File: src/rtl/fetch_pkg.sv
// Shared types and constants for the instruction-fetch queue.
package fetch_pkg;

    localparam int XLEN = 32;

    // addi x0, x0, 0 -- what downstream sees when nothing valid is at the head
    localparam logic [XLEN-1:0] INSTR_NOP = 32'h0000_0013;
    localparam logic [XLEN-1:0] PC_STEP   = 32'd4;

    // One buffered fetch: the address it came from and the word read there
    typedef struct packed {
        logic [XLEN-1:0] pc;
        logic [XLEN-1:0] instr;
    } fetch_entry_t;

endpackage

File: src/rtl/fetch_fifo.sv
// Small synchronous FIFO with a combinational head read and a flush that
// empties it in one cycle. Push and pop may coincide when full.
module fetch_fifo #(
    parameter int DEPTH   = 4,
    parameter int ENTRY_W = 64,
    localparam int PTR_W  = $clog2(DEPTH),
    localparam int CNT_W  = $clog2(DEPTH + 1)
) (
    input  logic               clk,
    input  logic               rst,
    input  logic               push,
    input  logic               pop,
    input  logic               flush,
    input  logic [ENTRY_W-1:0] wr_data,
    output logic [ENTRY_W-1:0] rd_data,
    output logic               full,
    output logic               empty
);

    logic [ENTRY_W-1:0] mem [DEPTH];
    logic [PTR_W-1:0]   rd_ptr;
    logic [PTR_W-1:0]   wr_ptr;
    logic [CNT_W-1:0]   count;

    assign rd_data = mem[rd_ptr];
    assign full    = (count == CNT_W'(DEPTH));
    assign empty   = (count == '0);

    // Pointer and occupancy bookkeeping; flush outranks push and pop.
    always_ff @(posedge clk or posedge rst) begin
        // NOTE: registers take non-blocking assignments so every flop samples
        // the pre-edge values, independent of statement order.
        if (rst) begin
            rd_ptr <= '0;
            wr_ptr <= '0;
            count  <= '0;
        end else if (flush) begin
            rd_ptr <= '0;
            wr_ptr <= '0;
            count  <= '0;
        end else begin
            if (push) wr_ptr <= wr_ptr + 1'b1;
            if (pop)  rd_ptr <= rd_ptr + 1'b1;
            case ({push, pop})
                2'b10:   count <= count + 1'b1;
                2'b01:   count <= count - 1'b1;
                default: count <= count;
            endcase
        end
    end

    // Entry storage write.
    always_ff @(posedge clk) begin
        // NOTE: storage has no reset; an entry is only visible once count
        // covers it, so stale contents are never observed.
        if (push && !flush) mem[wr_ptr] <= wr_data;
    end

endmodule

File: src/rtl/fetch_queue.sv
// Instruction-fetch stage: owns the fetch PC, reads the combinational
// instruction memory, and buffers {pc, instr} pairs for decode behind a
// valid/ready handshake. A redirect flushes the buffer and reloads the PC.
// Optional feature: define FETCH_PERF_CNT_EN to add the bubble_count port,
// a saturating count of cycles with no valid instruction at the head.
// The entry struct is XLEN wide, so WIDTH is expected to equal XLEN.
module fetch_queue
    import fetch_pkg::*;
#(
    parameter int               WIDTH    = XLEN,
    parameter int               DEPTH    = 4,
    parameter logic [WIDTH-1:0] RESET_PC = '0
) (
    input  logic             clk,
    input  logic             rst,
    output logic [WIDTH-1:0] imem_addr,
    input  logic [WIDTH-1:0] imem_rdata,
    input  logic             redirect,
    input  logic [WIDTH-1:0] redirect_pc,
    output logic             out_valid,
    input  logic             out_ready,
    output logic [WIDTH-1:0] out_instr,
`ifdef FETCH_PERF_CNT_EN
    output logic [WIDTH-1:0] out_pc,
    output logic [31:0]      bubble_count
`else
    output logic [WIDTH-1:0] out_pc
`endif
);

    logic [WIDTH-1:0] pc_q;
    logic             push;
    logic             pop;
    logic             full;
    logic             empty;
    fetch_entry_t     wr_entry;
    fetch_entry_t     head;

    assign imem_addr = pc_q;
    assign out_valid = ~empty;
    assign pop       = out_valid & out_ready;
    // A pop frees the slot the push needs, so a full queue still accepts.
    assign push      = ~redirect & (~full | pop);
    assign wr_entry  = '{pc: pc_q, instr: imem_rdata};

    fetch_fifo #(
        .DEPTH   (DEPTH),
        .ENTRY_W ($bits(fetch_entry_t))
    ) u_fifo (
        .clk     (clk),
        .rst     (rst),
        .push    (push),
        .pop     (pop),
        .flush   (redirect),
        .wr_data (wr_entry),
        .rd_data (head),
        .full    (full),
        .empty   (empty)
    );

    // Fetch PC: redirect wins, otherwise advance only when the fetch is buffered.
    always_ff @(posedge clk or posedge rst) begin
        if (rst)           pc_q <= RESET_PC;
        else if (redirect) pc_q <= redirect_pc;
        else if (push)     pc_q <= pc_q + PC_STEP;
    end

    // Head presentation: NOP and zero PC whenever the head is not valid.
    always_comb begin
        // NOTE: defaults first so every path assigns both outputs and no
        // latch is inferred.
        out_instr = INSTR_NOP;
        out_pc    = '0;
        if (out_valid) begin
            out_instr = head.instr;
            out_pc    = head.pc;
        end
    end

`ifdef FETCH_PERF_CNT_EN
    // Bubble counter: one per cycle without a valid head, saturating.
    always_ff @(posedge clk or posedge rst) begin
        if (rst)                                 bubble_count <= '0;
        else if (!out_valid && bubble_count != '1) bubble_count <= bubble_count + 1'b1;
    end
`endif

endmodule

File: config.mk
export PLATFORM = sky130hd
export DESIGN_NAME = fetch_queue
export DESIGN_NICKNAME = d
export VERILOG_FILES = /design/src/rtl/fetch_pkg.sv /design/src/rtl/fetch_fifo.sv /design/src/rtl/fetch_queue.sv
export SDC_FILE = /design/constraint.sdc
export NUM_CORES = 1
export LEC_CHECK = 0
export BUFFER_PORTS_ARGS = -buffer_cell sky130_fd_sc_hd__buf_2
export CORE_ASPECT_RATIO = 1.5
export CORE_MARGIN = 10
export CORE_UTILIZATION = 38
export DETAILED_ROUTE_END_ITERATION = 16
export GPL_ROUTABILITY_DRIVEN = 0
export PLACE_DENSITY_LB_ADDON = 0.05
export SETUP_SLACK_MARGIN = 0.2
export SKIP_CTS_REPAIR_TIMING = 1
export SLEW_MARGIN = 20
export SYNTH_ARGS = -nofsm -noshare
export SYNTH_HDL_FRONTEND = slang
export SYNTH_SLANG_ARGS = --single-unit
File: constraint.sdc
create_clock -name clk -period 5.6 [get_ports clk]
set_clock_uncertainty 0.1 [all_clocks]
set_input_delay 0.56 -clock clk [delete_from_list [all_inputs] [get_ports clk]]
set_output_delay 0.56 -clock clk [all_outputs]
set_load 0.02 [all_outputs]
-- Yosys cells after proc, flatten, opt, wreduce, memory -nomap -nowiden
Memory sizes are Yosys's and may differ from the RTL's.
Index checks and enable logic that the tools add are counted.
- $add $sub $neg: 5
- equality and inequality tests: 3
- mux-type cells: 12
- bitwise operators: 6
- reduce and logical (&&, ||, !) cells: 6
- operator list (operator ; number):
    32-bit two-way mux ; 4
    32-bit by 3-bit adder with 32-bit output, second input constant ; 1
    2-bit two-way mux ; 4
    3-bit one-hot mux with 2 select lines ; 1
    2-bit by 1-bit adder with 2-bit output, second input constant ; 2
    2-bit nonzero test ; 2
    3-bit by 1-bit adder with 3-bit output, second input constant ; 1
    3-bit == test, second input constant ; 1
    3-bit zero test ; 1
    3-bit two-way mux ; 1
    1-bit inverter ; 3
    3-bit nonzero test ; 1
    3-bit by 1-bit subtractor with 3-bit output, second input constant ; 1
    1-bit AND ; 2
    2-bit by 1-bit == test with 1-bit output, second input constant ; 1
    2-bit == test, second input constant ; 1
    1-bit two-way mux ; 2
    1-bit logical AND ; 1
    1-bit zero test ; 1
    1-bit OR ; 1
- bits in registers: 39
- bits in writable memories: 256
- input bits: 68
- output and inout bits: 97
- logic and storage cells: 37
- memories: 1
- memory list (memory ; depth ; width ; rd ports ; clocked after memory_dff ; wr ports ; line ; text):
    u_fifo.mem ; 4 ; 64 ; 1 ; 0 ; 1 ; fetch_fifo.sv:20 ; logic [ENTRY_W-1:0] mem [DEPTH];

-- Longest topological paths before layout
- word-level depth: 8
- mapped depth: 8
- mapped depth without buffers: 8

-- Cells and area by module
From an unflattened synthesis, not the netlist that was laid out.
- cells, all modules: 681
- area total of the unflattened synthesis: 12159.2 um^2
- modules (own cells, without submodules) (module ; instances ; cells an instance ; area an instance (um^2) ; seq. area each (um^2)):
    fetch_fifo ; 1 ; 378 ; 9673.0 ; 7862.5
    fetch_queue ; 1 ; 303 ; 2486.1 ; 800.8

-- Worst setup path before layout
Ideal clock, no wire load.
- kind: input to register
- from: input out_ready
- to: memory u_fifo.mem[0][0], enable pin
- setup time: 0.429 ns
- data arrival time: 2.755 ns
- required time: 5.071 ns
- setup slack: 2.316 ns
- cell stages on the path: 4
- buffers on the path: 2
- cells stage by stage: clkbuf_2 > or4b_2 > clkbuf_1 > and3_1
- cells in the longest elaborated chain, start to end: 6
- RTL lines (element ; line ; text):
    start: declaration ; fetch_queue.sv:21 ; input logic out_ready,
    1-bit AND ; fetch_queue.sv:41 ; assign pop = out_valid & out_ready;
    1-bit OR ; fetch_queue.sv:43 ; assign push = ~redirect & (~full | pop);
    1-bit AND ; fetch_queue.sv:43 ;
    1-bit logical AND ; fetch_fifo.sv:56 ; if (push && !flush) mem[wr_ptr] <= wr_data;
    1-bit two-way mux ; fetch_fifo.sv:56 ;
    1-bit two-way mux (implied by the code) ; fetch_fifo.sv:56 ;
    end: declaration ; fetch_fifo.sv:20 ;
Every way passes these cells.

-- Worst setup path after layout
- from: register u_fifo.count[1]
- to: output out_pc[17]
- cells in the longest elaborated chain, start to end: 2
- RTL lines (element ; line ; text):
    start: declaration ; fetch_fifo.sv:23 ; logic [CNT_W-1:0] count;
    start signal: assignment ; fetch_fifo.sv:45 ; 2'b10: count <= count + 1'b1;
    start signal: assignment ; fetch_fifo.sv:46 ; 2'b01: count <= count - 1'b1;
    start signal: assignment ; fetch_fifo.sv:47 ; default: count <= count;
    3-bit zero test ; fetch_fifo.sv:27 ; assign empty = (count == '0);
    32-bit two-way mux ; fetch_queue.sv:74 ; if (out_valid) begin
    end: declaration ; fetch_queue.sv:27 ; output logic [WIDTH-1:0] out_pc
Every way passes these cells.

==> tab_implementation.tex <==
\begin{tabular}{lr}
\hline
Metric & Value \\
\hline
\multicolumn{2}{l}{\textbf{STA}} \\
Actual slew at the worst max-slew pin & 1.065 ns \\
Unrepaired setup endpoints after global routing & false \\
Final number of max-transition violations & 0 \\
Setup violation total in the final timing report & 0 \\
Sum Neg Setup Slack & 0 ns \\
Final hold violation count & 0 \\
Part of the cycle the worst path needs & 0.6491 \\
Shortest clock period the worst path allows after layout & $\sim$3.6 ns \\
Peak Freq & 0.2751 GHz \\
Worst slew slack as a fraction of its limit & 0.2899 \\
\multicolumn{2}{l}{\textbf{Drt}} \\
Post-detailed-route count of antenna-violating nets & 0 \\
DR WL/cell & 22.51 um \\
Number of DRC violations after detailed routing & 0 \\
Iteration count of the initial detailed-routing pass & 5 \\
Post-detailed-routing wire length & 28540 um \\
First-iteration detailed-routing DRC count & 407 \\
Vias per std cell & 5.273 \\
Vias post-DR & 6686 \\
\multicolumn{2}{l}{\textbf{Synth}} \\
Number of nets produced by synthesis & 746 \\
Top post-synthesis cells by count & edfxtp\_1 (256), and2\_1 (64), mux4\_2 (64), dfrtp\_1 (39), nor2\_1 (28) \\
Area of the mapped netlist & 11950 um2 \\
Portion of the post-synthesis area used by sequential elements & 0.7249 \\
Flop and latch count out of synthesis & 295 \\
Share of cell area taken by muxes after synthesis & 0.1233 \\
Number of enable-type register cells in the synthesized netlist & 256 \\
Fraction of synthesis flops using an asynchronous set or reset pin & 0.1322 \\
Adder-cell area share of the yosys netlist & 0.006910 \\
Top area cells in the synthesized netlist & edfxtp\_1 (64\%), mux4\_2 (12\%), dfrtp\_1 (8.2\%), and2\_1 (3.4\%), or4\_1 (0.94\%) \\
Simple-gate portion of the synthesized area & 0.09234 \\
Most used standard cell by instance count after synthesis & edfxtp\_1 \\
Largest family of logic cells by synthesized area & multiplexers \\
Share of the synthesized area in the top cell type & 0.6432 \\
Syn\_area\_per\_cell & 17.78 um2 \\
Total number of yosys warnings & 0 \\
Prevailing post-synth register cell & edfxtp\_1 \\
Cell type contributing the most total cell area after synthesis & edfxtp\_1 \\
Number of unique standard cell types used by synthesis & 47 \\
Area share of xor/xnor cells in the synthesized design & 0.007328 \\
Complex-gate fraction of the synthesized area & 0.03015 \\
Count of mapped cells out of synthesis & 672 \\
\multicolumn{2}{l}{\textbf{Global routing}} \\
Total grt overflow & 0 \\
Overall fraction of global-route tracks in use & 0.1459 \\
Wire length of the first global-routing pass & 43990 um \\
Maximum number of pins on one net before global-route repair & 66 \\
Via count of the first global-routing pass & 7306 \\
Number of antenna violations at the first check in global routing & 0 \\
\multicolumn{2}{l}{\textbf{Die}} \\
Die ar. & 39090 um2 \\
Initial Utilization & 0.3851 \\
Core area & 31040 um2 \\
X dimension of the die & 164.8 um \\
Die outline height & between 200 and 250 um \\
Site row count & 79 \\
I/O pin total & 165 \\
\multicolumn{2}{l}{\textbf{Power and ir drop}} \\
Pwr/cell area & about 440 nW/um2 \\
Power, Total & between 0.006 and 0.007 W \\
Peak supply drop & between 200 and 250 uV \\
Leakage power of the design & approximately 4.9 nW \\
\multicolumn{2}{l}{\textbf{Setup path}} \\
Worst-path maximum fanout & 64 \\
Crit path kind & register to output port \\
Data arrival at the endpoint of the critical path & 2.97 ns \\
Kind of end point of the critical path & output port \\
Setup crit start kind & register \\
Required time of the critical path & 4.94 ns \\
\multicolumn{2}{l}{\textbf{Clock network}} \\
Buffers from clock root to sink, at most & 3 \\
Register clock-pin slew on the reported worst setup and hold paths & 0.06 ns \\
Clock latency reported for the late side of the worst-skew pair & 0.55 ns \\
Sink Count & 295 \\
TritonCTS clock tree & built \\
Number of clock buffers inserted by TritonCTS & 30 \\
Cell chosen for the clock root & clkbuf\_16 \\
Level count of the clock H-tree & 1 \\
\multicolumn{2}{l}{\textbf{Placed design}} \\
Cell Count Post-Placement & 1210 \\
Final HPWL from detailed placement & 17400 um \\
I/O Buffers & 164 \\
DP Area & 13190 um2 \\
\multicolumn{2}{l}{\textbf{Layout}} \\
Filler cell count & 2761 \\
Layout cell share with drive strength beyond 1 & 0.3418 \\
Post-layout instance area & 14180 um2 \\
Nets@finish & 913 \\
Area added between synthesis and finish & 18.68\% \\
Ant. Diodes & 0 \\
Area taken by multi-input logic gates & 3128 um2 \\
Sequential cell area & between 8000 and 9000 um2 \\
Final Non-Filler Cells & 1268 \\
\multicolumn{2}{l}{\textbf{Status}} \\
Result of the run & complete, no violations \\
\multicolumn{2}{l}{\textbf{Job}} \\
Reported max-cap violation count & 0 \\
\multicolumn{2}{l}{\textbf{Min path}} \\
Class of the tightest hold or removal check & input pin to asynchronous set/reset pin \\
\hline
\end{tabular}
[final timing paths]
kind	startpoint	end	slack, ns	depth (start not counted)
setup / recovery	u_fifo.count[1]$_DFFE_PP0P_	out_pc[17]	1.97	4
hold / removal	rst	imem_addr[8]$_DFFE_PP0P_	0.05	3
setup reg to reg	u_fifo.count[1]$_DFFE_PP0P_	u_fifo.count[1]$_DFFE_PP0P_	2.38	7
hold reg to reg	imem_addr[0]$_DFFE_PP0P_	u_fifo.mem[2][32]$_DFFE_PP_	0.45	0
max in group asynchronous	rst	u_fifo.rd_ptr[0]$_DFFE_PP0P_	4.91	3
min in group clk	redirect_pc[8]	imem_addr[8]$_DFFE_PP0P_	0.11	3
[placed cells by master, fill, tap and decap left out, drive strengths merged, types with 5 or more instances in the layout]
cell	instances
and2	64
nand2	25
clkbuf	36
inv	8
o31ai	12
buf	169
edfxtp	256
xor2	6
and3	6
or4	16
nor2	28
nand4	12
dfrtp	39
mux4	64
a31oi	16
nand3	17
o21ai	14
clkinv	19
nor3	6
ha	5
[flip-flops by register name (all words and copies together), names as in the netlist]
name	cells
u_fifo.rd_ptr	2
u_fifo.wr_ptr	2
imem_addr	32
u_fifo.count	3
u_fifo.mem	256
[worst max-delay path, stage by stage (launching register included)]
cell and delay (ns):
dfrtp_1 0.47, nor3_1 0.50, clkinv_2 0.81, and2_1 0.45, buf_2 0.18
[cells by family (layout without fill, tap and decap cells)]
group | after synthesis | after routing
flip-flops | 295 | 295
AND/OR/NAND/NOR | 195 | 195
multiplexers | 67 | 67
AO/OA/AOI/OAI | 55 | 55
buffers and inverters | 44 | 235
XOR/XNOR | 10 | 10
adder cells (fa/ha/maj) | 6 | 6
[power by group]
part	leakage [nW]	internal, W	switching [W]	total [W]
Clock	0.473	0.00111	0.000823	0.00194
Sequential	2.80	0.00261	0.000179	0.00279
Combinational	1.65	0.000638	0.000918	0.00156
Total	4.93	0.00436	0.00192	0.00628
[through the flow]
step                  util  setup slack, ns  hold WS, ns
CTS                 0.4557            2.030      0.05219
global placement    0.4249            2.070       0.4231
floorplan                -            2.316       0.4381
detailed placement  0.4249            1.979       0.4544
finish              0.4570            1.965      0.05412
global route        0.4570            1.514      0.09551
[cell type report]
type / count / area share
inverter: 10 / 0.002735
tap: 405 / 0.03573
sequential: 295 / 0.6113
clock inverter: 20 / 0.01067
timing repair buffer: 169 / 0.06228
clock buffer: 36 / 0.05672
multi-input combinational: 333 / 0.2205
[layer usage]
metal	up-vias	part of all wire	GRT usage	routed length (um)
li1	3008	-	-	-
met1	3449	0.40	0.1779	11460
met2	195	0.53	0.2572	15110
met3	34	0.051	0.02734	1459
met4	0	0.018	0.03983	516
met5	-	0	0	0
Power figures use the tool's default switching activity.
